$ cat src/rtl/fetch_queue_pkg.sv
// Shared types and constants for the instruction prefetch queue.
package fetch_queue_pkg;

    typedef logic [31:0] word_t;

    localparam int unsigned FQ_ENTRY_W = 64;
    localparam word_t       NOP_INSTR  = 32'h0000_0000;

    // {pc, instr} packing: pc lives in the upper word.
    typedef struct packed {
        word_t pc;
        word_t instr;
    } fq_entry_t;

endpackage

$ cat src/rtl/fetch_queue_if.sv
// Fetch-side push and decode-side pop signals of the prefetch queue.
interface fetch_queue_if
    import fetch_queue_pkg::*;
#(
    parameter int unsigned DEPTH = 4,
    parameter int unsigned AW    = 2
);
    logic        flush;
    logic        in_valid;
    logic        in_ready;
    word_t       in_pc;
    word_t       in_instr;
    logic        out_valid;
    logic        out_ready;
    word_t       out_pc;
    word_t       out_instr;
    word_t       out_pc4;
    logic [AW:0] count;

    modport master (
        output flush, in_valid, in_pc, in_instr, out_ready,
        input  in_ready, out_valid, out_pc, out_instr, out_pc4, count
    );

    modport slave (
        input  flush, in_valid, in_pc, in_instr, out_ready,
        output in_ready, out_valid, out_pc, out_instr, out_pc4, count
    );

endinterface

$ cat src/rtl/fetch_queue_sync_fifo_fwft.sv
// Generic first-word-fall-through FIFO with synchronous flush and occupancy count.
module fetch_queue_sync_fifo_fwft #(
    parameter int unsigned WIDTH = 64,
    parameter int unsigned DEPTH = 4,
    parameter int unsigned AW    = 2
) (
    input  logic             clk,
    input  logic             rst,
    input  logic             flush,
    input  logic             in_valid,
    output logic             in_ready,
    input  logic [WIDTH-1:0] in_data,
    output logic             out_valid,
    input  logic             out_ready,
    output logic [WIDTH-1:0] out_data,
    output logic [AW:0]      count
);

    localparam logic [AW:0] FULL = (AW+1)'(DEPTH);
    localparam logic [AW:0] ONE  = (AW+1)'(1);

    logic [WIDTH-1:0] mem_q [DEPTH];
    logic [AW-1:0]    rd_ptr_q, wr_ptr_q;
    logic [AW:0]      count_q, count_d;
    logic             push, pop;

    // No pop-through: readiness depends only on registered occupancy.
    assign in_ready  = (count_q != FULL);
    assign out_valid = (count_q != '0);
    assign push      = in_valid & in_ready;
    assign pop       = out_valid & out_ready;
    assign out_data  = mem_q[rd_ptr_q];
    assign count     = count_q;

    always_comb begin
        count_d = count_q;
        unique case ({push, pop})
            2'b10:   count_d = count_q + ONE;
            2'b01:   count_d = count_q - ONE;
            default: count_d = count_q;
        endcase
    end

    always_ff @(posedge clk) begin
        if (rst || flush) begin
            rd_ptr_q <= '0;
            wr_ptr_q <= '0;
            count_q  <= '0;
        end else begin
            if (push) wr_ptr_q <= wr_ptr_q + 1'b1;
            if (pop)  rd_ptr_q <= rd_ptr_q + 1'b1;
            count_q <= count_d;
        end
    end

    // Storage is never cleared; stale slots are unreachable once the pointers reset.
    always_ff @(posedge clk) begin
        if (push) mem_q[wr_ptr_q] <= in_data;
    end

endmodule

$ cat src/rtl/fetch_queue.sv
// Instruction prefetch queue: packs {pc, instr} into a FWFT FIFO, zeroes outputs when empty.
module fetch_queue
    import fetch_queue_pkg::*;
#(
    parameter int unsigned DEPTH = 4,
    parameter int unsigned AW    = 2
) (
    input logic          clk,
    input logic          rst,
    fetch_queue_if.slave bus
);

    fq_entry_t in_entry;
    fq_entry_t head;

    assign in_entry = '{pc: bus.in_pc, instr: bus.in_instr};

    fetch_queue_sync_fifo_fwft #(
        .WIDTH (FQ_ENTRY_W),
        .DEPTH (DEPTH),
        .AW    (AW)
    ) u_fifo (
        .clk       (clk),
        .rst       (rst),
        .flush     (bus.flush),
        .in_valid  (bus.in_valid),
        .in_ready  (bus.in_ready),
        .in_data   (in_entry),
        .out_valid (bus.out_valid),
        .out_ready (bus.out_ready),
        .out_data  (head),
        .count     (bus.count)
    );

    assign bus.out_pc    = bus.out_valid ? head.pc    : 32'h0;
    assign bus.out_instr = bus.out_valid ? head.instr : NOP_INSTR;
    assign bus.out_pc4   = bus.out_pc + 32'd4;

endmodule
$ cat src/flat_wrapper.sv
// flat-port wrapper written by rule: the top's interface ports become plain ports
module fetch_queue_flat import fetch_queue_pkg::*;
#(
    parameter int unsigned DEPTH = 4,
    parameter int unsigned AW    = 2
)
  (clk, rst, bus_flush, bus_in_valid, bus_in_pc, bus_in_instr, bus_out_ready, bus_in_ready, bus_out_valid, bus_out_pc, bus_out_instr, bus_out_pc4, bus_count);
  fetch_queue_if #(.DEPTH(DEPTH), .AW(AW)) bus_i ();
  input logic clk;
  input logic rst;
  input wire logic [$bits(bus_i.flush)-1:0] bus_flush;
  input wire logic [$bits(bus_i.in_valid)-1:0] bus_in_valid;
  input wire logic [$bits(bus_i.in_pc)-1:0] bus_in_pc;
  input wire logic [$bits(bus_i.in_instr)-1:0] bus_in_instr;
  input wire logic [$bits(bus_i.out_ready)-1:0] bus_out_ready;
  output wire logic [$bits(bus_i.in_ready)-1:0] bus_in_ready;
  output wire logic [$bits(bus_i.out_valid)-1:0] bus_out_valid;
  output wire logic [$bits(bus_i.out_pc)-1:0] bus_out_pc;
  output wire logic [$bits(bus_i.out_instr)-1:0] bus_out_instr;
  output wire logic [$bits(bus_i.out_pc4)-1:0] bus_out_pc4;
  output wire logic [$bits(bus_i.count)-1:0] bus_count;
  assign bus_i.flush = bus_flush;
  assign bus_i.in_valid = bus_in_valid;
  assign bus_i.in_pc = bus_in_pc;
  assign bus_i.in_instr = bus_in_instr;
  assign bus_i.out_ready = bus_out_ready;
  assign bus_in_ready = bus_i.in_ready;
  assign bus_out_valid = bus_i.out_valid;
  assign bus_out_pc = bus_i.out_pc;
  assign bus_out_instr = bus_i.out_instr;
  assign bus_out_pc4 = bus_i.out_pc4;
  assign bus_count = bus_i.count;
  fetch_queue #(.DEPTH(DEPTH), .AW(AW)) u_core (.clk(clk), .rst(rst), .bus(bus_i));
endmodule
$ cat config.mk
export PLATFORM = sky130hd
export DESIGN_NAME = fetch_queue_flat
export DESIGN_NICKNAME = d
export VERILOG_FILES = /design/src/rtl/fetch_queue_pkg.sv /design/src/rtl/fetch_queue_if.sv /design/src/rtl/fetch_queue_sync_fifo_fwft.sv /design/src/rtl/fetch_queue.sv /design/src/flat_wrapper.sv
export SDC_FILE = /design/constraint.sdc
export NUM_CORES = 1
export LEC_CHECK = 0
export ABC_AREA = 1
export CELL_PAD_IN_SITES_DETAIL_PLACEMENT = 0
export CELL_PAD_IN_SITES_GLOBAL_PLACEMENT = 2
export CORE_AREA = 2 2 197 199
export DETAILED_ROUTE_END_ITERATION = 12
export DIE_AREA = 0 0 199 201
export GPL_ROUTABILITY_DRIVEN = 0
export PLACE_DENSITY = 0.82
export SYNTH_ARGS = -nofsm -noshare
export SYNTH_HDL_FRONTEND = slang
export SYNTH_SLANG_ARGS = --single-unit
$ cat constraint.sdc
create_clock -name clk -period 4.4 [get_ports clk]
set_input_delay 0.88 -clock clk [delete_from_list [all_inputs] [get_ports clk]]
set_output_delay 0.88 -clock clk [all_outputs]
set_load 0.005 [all_outputs]
* After elaboration in Yosys (flattened, before gate mapping)
Memory sizes are Yosys's and may differ from the RTL's. A register that Yosys moved wholly into a read port is not among the register bits. Index checks and enable logic that the tools add are counted.
Word-level totals: register bits 7, memory bits (writable) 256, input bits 69, word-level logic and storage cells 24, memories 1
Memory list:
- u_core.u_fifo.mem_q | words 4, width 64, read ports 1, clocked after Yosys merged registers in 1, write ports 1, RTL line fetch_queue_sync_fifo_fwft.sv:22 | logic [WIDTH-1:0] mem_q [DEPTH];
Operators by class: add/sub/neg operators 5, equal/unequal tests 3, muxes and demuxes 7, bitwise logic cells 2, reductions and logical operators 3
Operator list (number):
- $mux W32 | 2
- $add A32 B3 Y32 const B | 1
- $pmux W3 S2 | 1
- $add A2 B1 Y2 const B | 2
- $mux W2 | 2
- $add A3 B1 Y3 const B | 1
- $ne A3 B3 Y1 const B | 1
- $reduce_bool A3 Y1 | 1
- $sub A3 B1 Y3 const B | 1
- $and A1 B1 Y1 | 2
- $eq A2 B1 Y1 const B | 1
- $eq A2 B2 Y1 const B | 1
- $mux W1 | 2
- $reduce_bool A2 Y1 | 1
- $logic_or A1 B1 Y1 | 1

* Depth between registers and ports, before layout
word-level depth 4, mapped depth 15

* By module
From an unflattened synthesis, not the netlist that was laid out.
Unflattened totals: cell total of the unflattened synthesis 1042, area, all modules 11562.3 µm²
Modules (own cells, without submodules):
- fetch_queue_sync_fifo_fwft | times used 1, cells each 689, area each 9978.3 µm², seq. area each 7867.5 µm²
- fetch_queue | times used 1, cells each 353, area each 1584.0 µm², seq. area each 0.0 µm²

* Least setup slack after synthesis
Ideal clock, no wire load.
path kind in2reg, start in bus_in_valid, end mem u_core.u_fifo.mem_q[0][0] (enable), library setup time 0.487 ns, arrival 3.741 ns, path slack 0.172 ns, cell stages on the path 2, path buffers 0, cell sequence nand2_1 nor2_1
On the way: word-level cells in the longest chain between the ends 3
RTL lines:
- start: declaration | RTL line flat_wrapper.sv:12 | input wire logic [$bits(bus_i.in_valid)-1:0] bus_in_valid;
- $and A1 B1 Y1 | RTL line fetch_queue_sync_fifo_fwft.sv:30 | assign push = in_valid & in_ready;
- $mux W1 | RTL line fetch_queue_sync_fifo_fwft.sv:58 | if (push) mem_q[wr_ptr_q] <= in_data;
- $mux W1 (not written as such) | RTL line fetch_queue_sync_fifo_fwft.sv:58
- end: declaration | RTL line fetch_queue_sync_fifo_fwft.sv:22
Every way passes these cells.

==> key figures <==
STA
  – Period utilization: 93.9%
  – Rel. slew slack: 50.8%
  – Fin Setup TNS: 0 ns
  – Slew Limit Fails: 0
  – Period minus WS final: 4.13 ns
  – Final-report setup violation count: 0
  – Achievable clock frequency: 242 MHz
  – RSZ-0062 raised after global routing: no
  – Worst-Margin Slew: 0.738 ns
  – Worst Skew: 0.00883 ns
  – Hold violation count in the final report: 0

Power
  – Power Dens Cells: 394 nW/um^2
  – VDD IR max: 274 uV
  – Leakage: 5.56 nW

Worst hold path
  – Hold-critical path depth: 2
  – Worst min-delay path class: reg2reg

Global routing
  – Met1 Use GR: 20.8%
  – Global-route wire length before repair: 48,900 um
  – Total gr overflow: 0
  – Initial antenna violation count: 3
  – GR Layer Usage met3: 3.71%
  – Total Routing Usage GR: 16.1%
  – Layer with the highest usage: met2
  – Largest net degree at the start of global routing: 67
  – Vias in the first global route: 8,256
  – Met2 GRT Util: 26.9%

Synthesis
  – Avg Cell Area, Syn: 10.4 sq um
  – Sequential area share after synthesis: 65.4%
  – FFs w/ async S/R, synth: 0%
  – Post-Syn Area: 12,000 sq um
  – Cell taking the most area after synthesis: edfxtp_1
  – Yosys Warn Count: 0
  – #FFs+latches synth: 265
  – Synth unique cells: 35
  – Post-synth EDFFs: 256
  – Synth top area share: 63.9%
  – Syn Nets: 1,232
  – Largest cells by area after synthesis: edfxtp_1, nand2_1, nor2_1
  – Main synth FF type: edfxtp_1
  – Synthesized instance count: 1,156
  – Most common cell in the netlist: nand2_1
  – Most common library cells after synthesis: nand2_1, edfxtp_1, nor2_1

Clocking
  – Clk sink count: 265
  – Reg clk slew, reported paths: 0.06 ns
  – CTS Buf Count: 31
  – Htree depth: 1
  – Clock Latency Late Sink: 0.57 ns
  – CTS tree: built
  – CTS Root Cell: clkbuf_16
  – Max clock buf depth: 3
  – Hold_buf cts: 0

Setup path
  – Crit-path cells: buf_6, nand3_1, a21oi_1, ha_1, nand3_4, nor2_4, nand2_1, nor2_1, o21ai_1, nand2_1, clkdlybuf4s50_1
  – Crit Path Max Fanout: 29
  – Critical path class: reg2out
  – Worst path most repeated cell: nand2_1
  – CP Depth: 11
  – R2R cell count: 10
  – Crit path arrival time: 3.25 ns
  – Required @ worst endpoint: 3.52 ns
  – Delay of the slowest critical-path stage: 0.50 ns
  – Top delay family on crit path: buffers and inverters
  – Startpoint types: flip-flop
  – Crit path buffers/inverters: 2
  – Critical Path Sink Type: primary output
  – CP max stage cell: clkdlybuf4s50_1

Layout
  – ANT cells: 0
  – Area delta synth->final: 26.9%
  – Fin cells: 1,865
  – Register area: 7880 sq um
  – Fin nets: 1,400
  – Fraction of layout cells with a size suffix above 1: 9.35%
  – Area occupied by multi-input gates: 3520 sq um
  – Fill cells: 3,681

Route
  – Via density: 4.54
  – Antenna viol nets, final: 0
  – Via count: 8,469
  – WL final: 32,300 um
  – DR DRC count: 0
  – DR iter-0 viols: 487
  – Avg WL per Cell: 17.3 um
  – DR pass1 iterations: 5

Outcome
  – Status: finished clean

Floorplan
  – Core ar.: 38,100 sq um
  – FP Rows: 72
  – Initial Utilization: 31.5%
  – I/O pin count: 170
  – Die area: 40,000 sq um
  – Chip height: 201 um
  – DIE WIDTH: 199 um

Placement
  – Port Buffers: 169
  – Dpl hpwl: 20,400 um
  – Inst Count DP: 1,806

Job
  – Max-capacitance violation count: 0
cell families after synthesis:
logic type | after synthesis | synth area share (%)
xor+xnor | 13 | 0.947
simple gates | 609 | 21.9
flops | 265 | 65.4
compound gates | 125 | 5.38
fa+ha+maj | 7 | 0.791
buf+inv | 137 | 5.51
through the flow:
stage | setup WS (ns) | hold slack (ns) | instance area (sq um) | power (mW) | utilization (%)
2_1_floorplan | 0.172 | 0.465 | 12000 | 3.22 | -
3_3_place_gp | 0.610 | 0.465 | 14200 | 3.56 | 37.3
3_5_place_dp | 0.616 | 0.480 | 14200 | 3.57 | 37.3
4_1_cts | 0.00898 | 0.492 | 15200 | 6.08 | 39.9
5_1_grt | 0.0333 | 0.532 | 15300 | 6.26 | 40.0
6_report | 0.267 | 0.485 | 15300 | 6.01 | 40.0
state kept, by name, indices dropped and copies added (netlist names), named ones only:
| signal | count |
|---|---|
| u_core.u_fifo.count | 3 |
| u_core.u_fifo.mem_q | 256 |
| u_core.u_fifo.wr_ptr_q | 2 |
| u_core.u_fifo.rd_ptr_q | 2 |
power by group:
part	total, mW	switching (mW)	internal, mW
combinational	0.643	0.365	0.278
sequential	2.87	0.0192	2.85
clock	2.50	0.984	1.52
total	6.01	1.37	4.65
area by class of cell:
| cell class | instances | share of cell area (%) |
|---|---|---|
| Clock inverter | 20 | 1.38 |
| Sequential cell | 265 | 51.6 |
| Timing Repair Buffer | 189 | 12.3 |
| Clock buffer | 36 | 5.21 |
| Multi-Input combinational cell | 754 | 23.1 |
| Tap cell | 518 | 4.25 |
| Inverter | 83 | 2.18 |
routing by layer:
layer | up-vias | routed length, um
met2 | 225 | 15100
li1 | 4198 | -
met5 | - | 39
met3 | 47 | 2150
met1 | 3993 | 14200
met4 | 6 | 731
placed cells by master, fill, tap and decap left out, types with 17 or more instances in the layout:
master and count:
edfxtp_1 256, nor2_1 200, clkbuf_16 31, nor2_4 17, a21oi_1 41, nor2_2 19
nand3_1 76, o21ai_0 74, nand2_1 271, inv_1 77, clkdlybuf4s50_1 169
final timing paths:
| kind | start | endpoint | slack [ns] |
|---|---|---|---|
| worst min-delay path | u_core.u_fifo.count[0] | u_core.u_fifo.count[0] | 0.49 |
| worst max register to register | u_core.u_fifo.count[0] | u_core.u_fifo.count[2] | 2.11 |
| worst max-delay path | flip-flop | bus_out_pc4[20] | 0.27 |
| worst min register to register | u_core.u_fifo.count[0] | u_core.u_fifo.count[0] | 0.49 |
worst reg2reg max path: cells and delay by family (launching register included):
kind                       cells  cell delay [ns]
DFF                            1             0.33
buffers and inverters          2             0.24
AOI/OAI and AO/OA              4             0.51
adders and majority gates      2             0.62
and+or+nand+nor                2             0.55
timing repair:
action,CTS,global route
setup buffers,0,3
pin swaps,0,1
endpoints found under the setup margin,1,17
resized for setup,1,7
No activity file was read; power rests on OpenSTA's default activity.
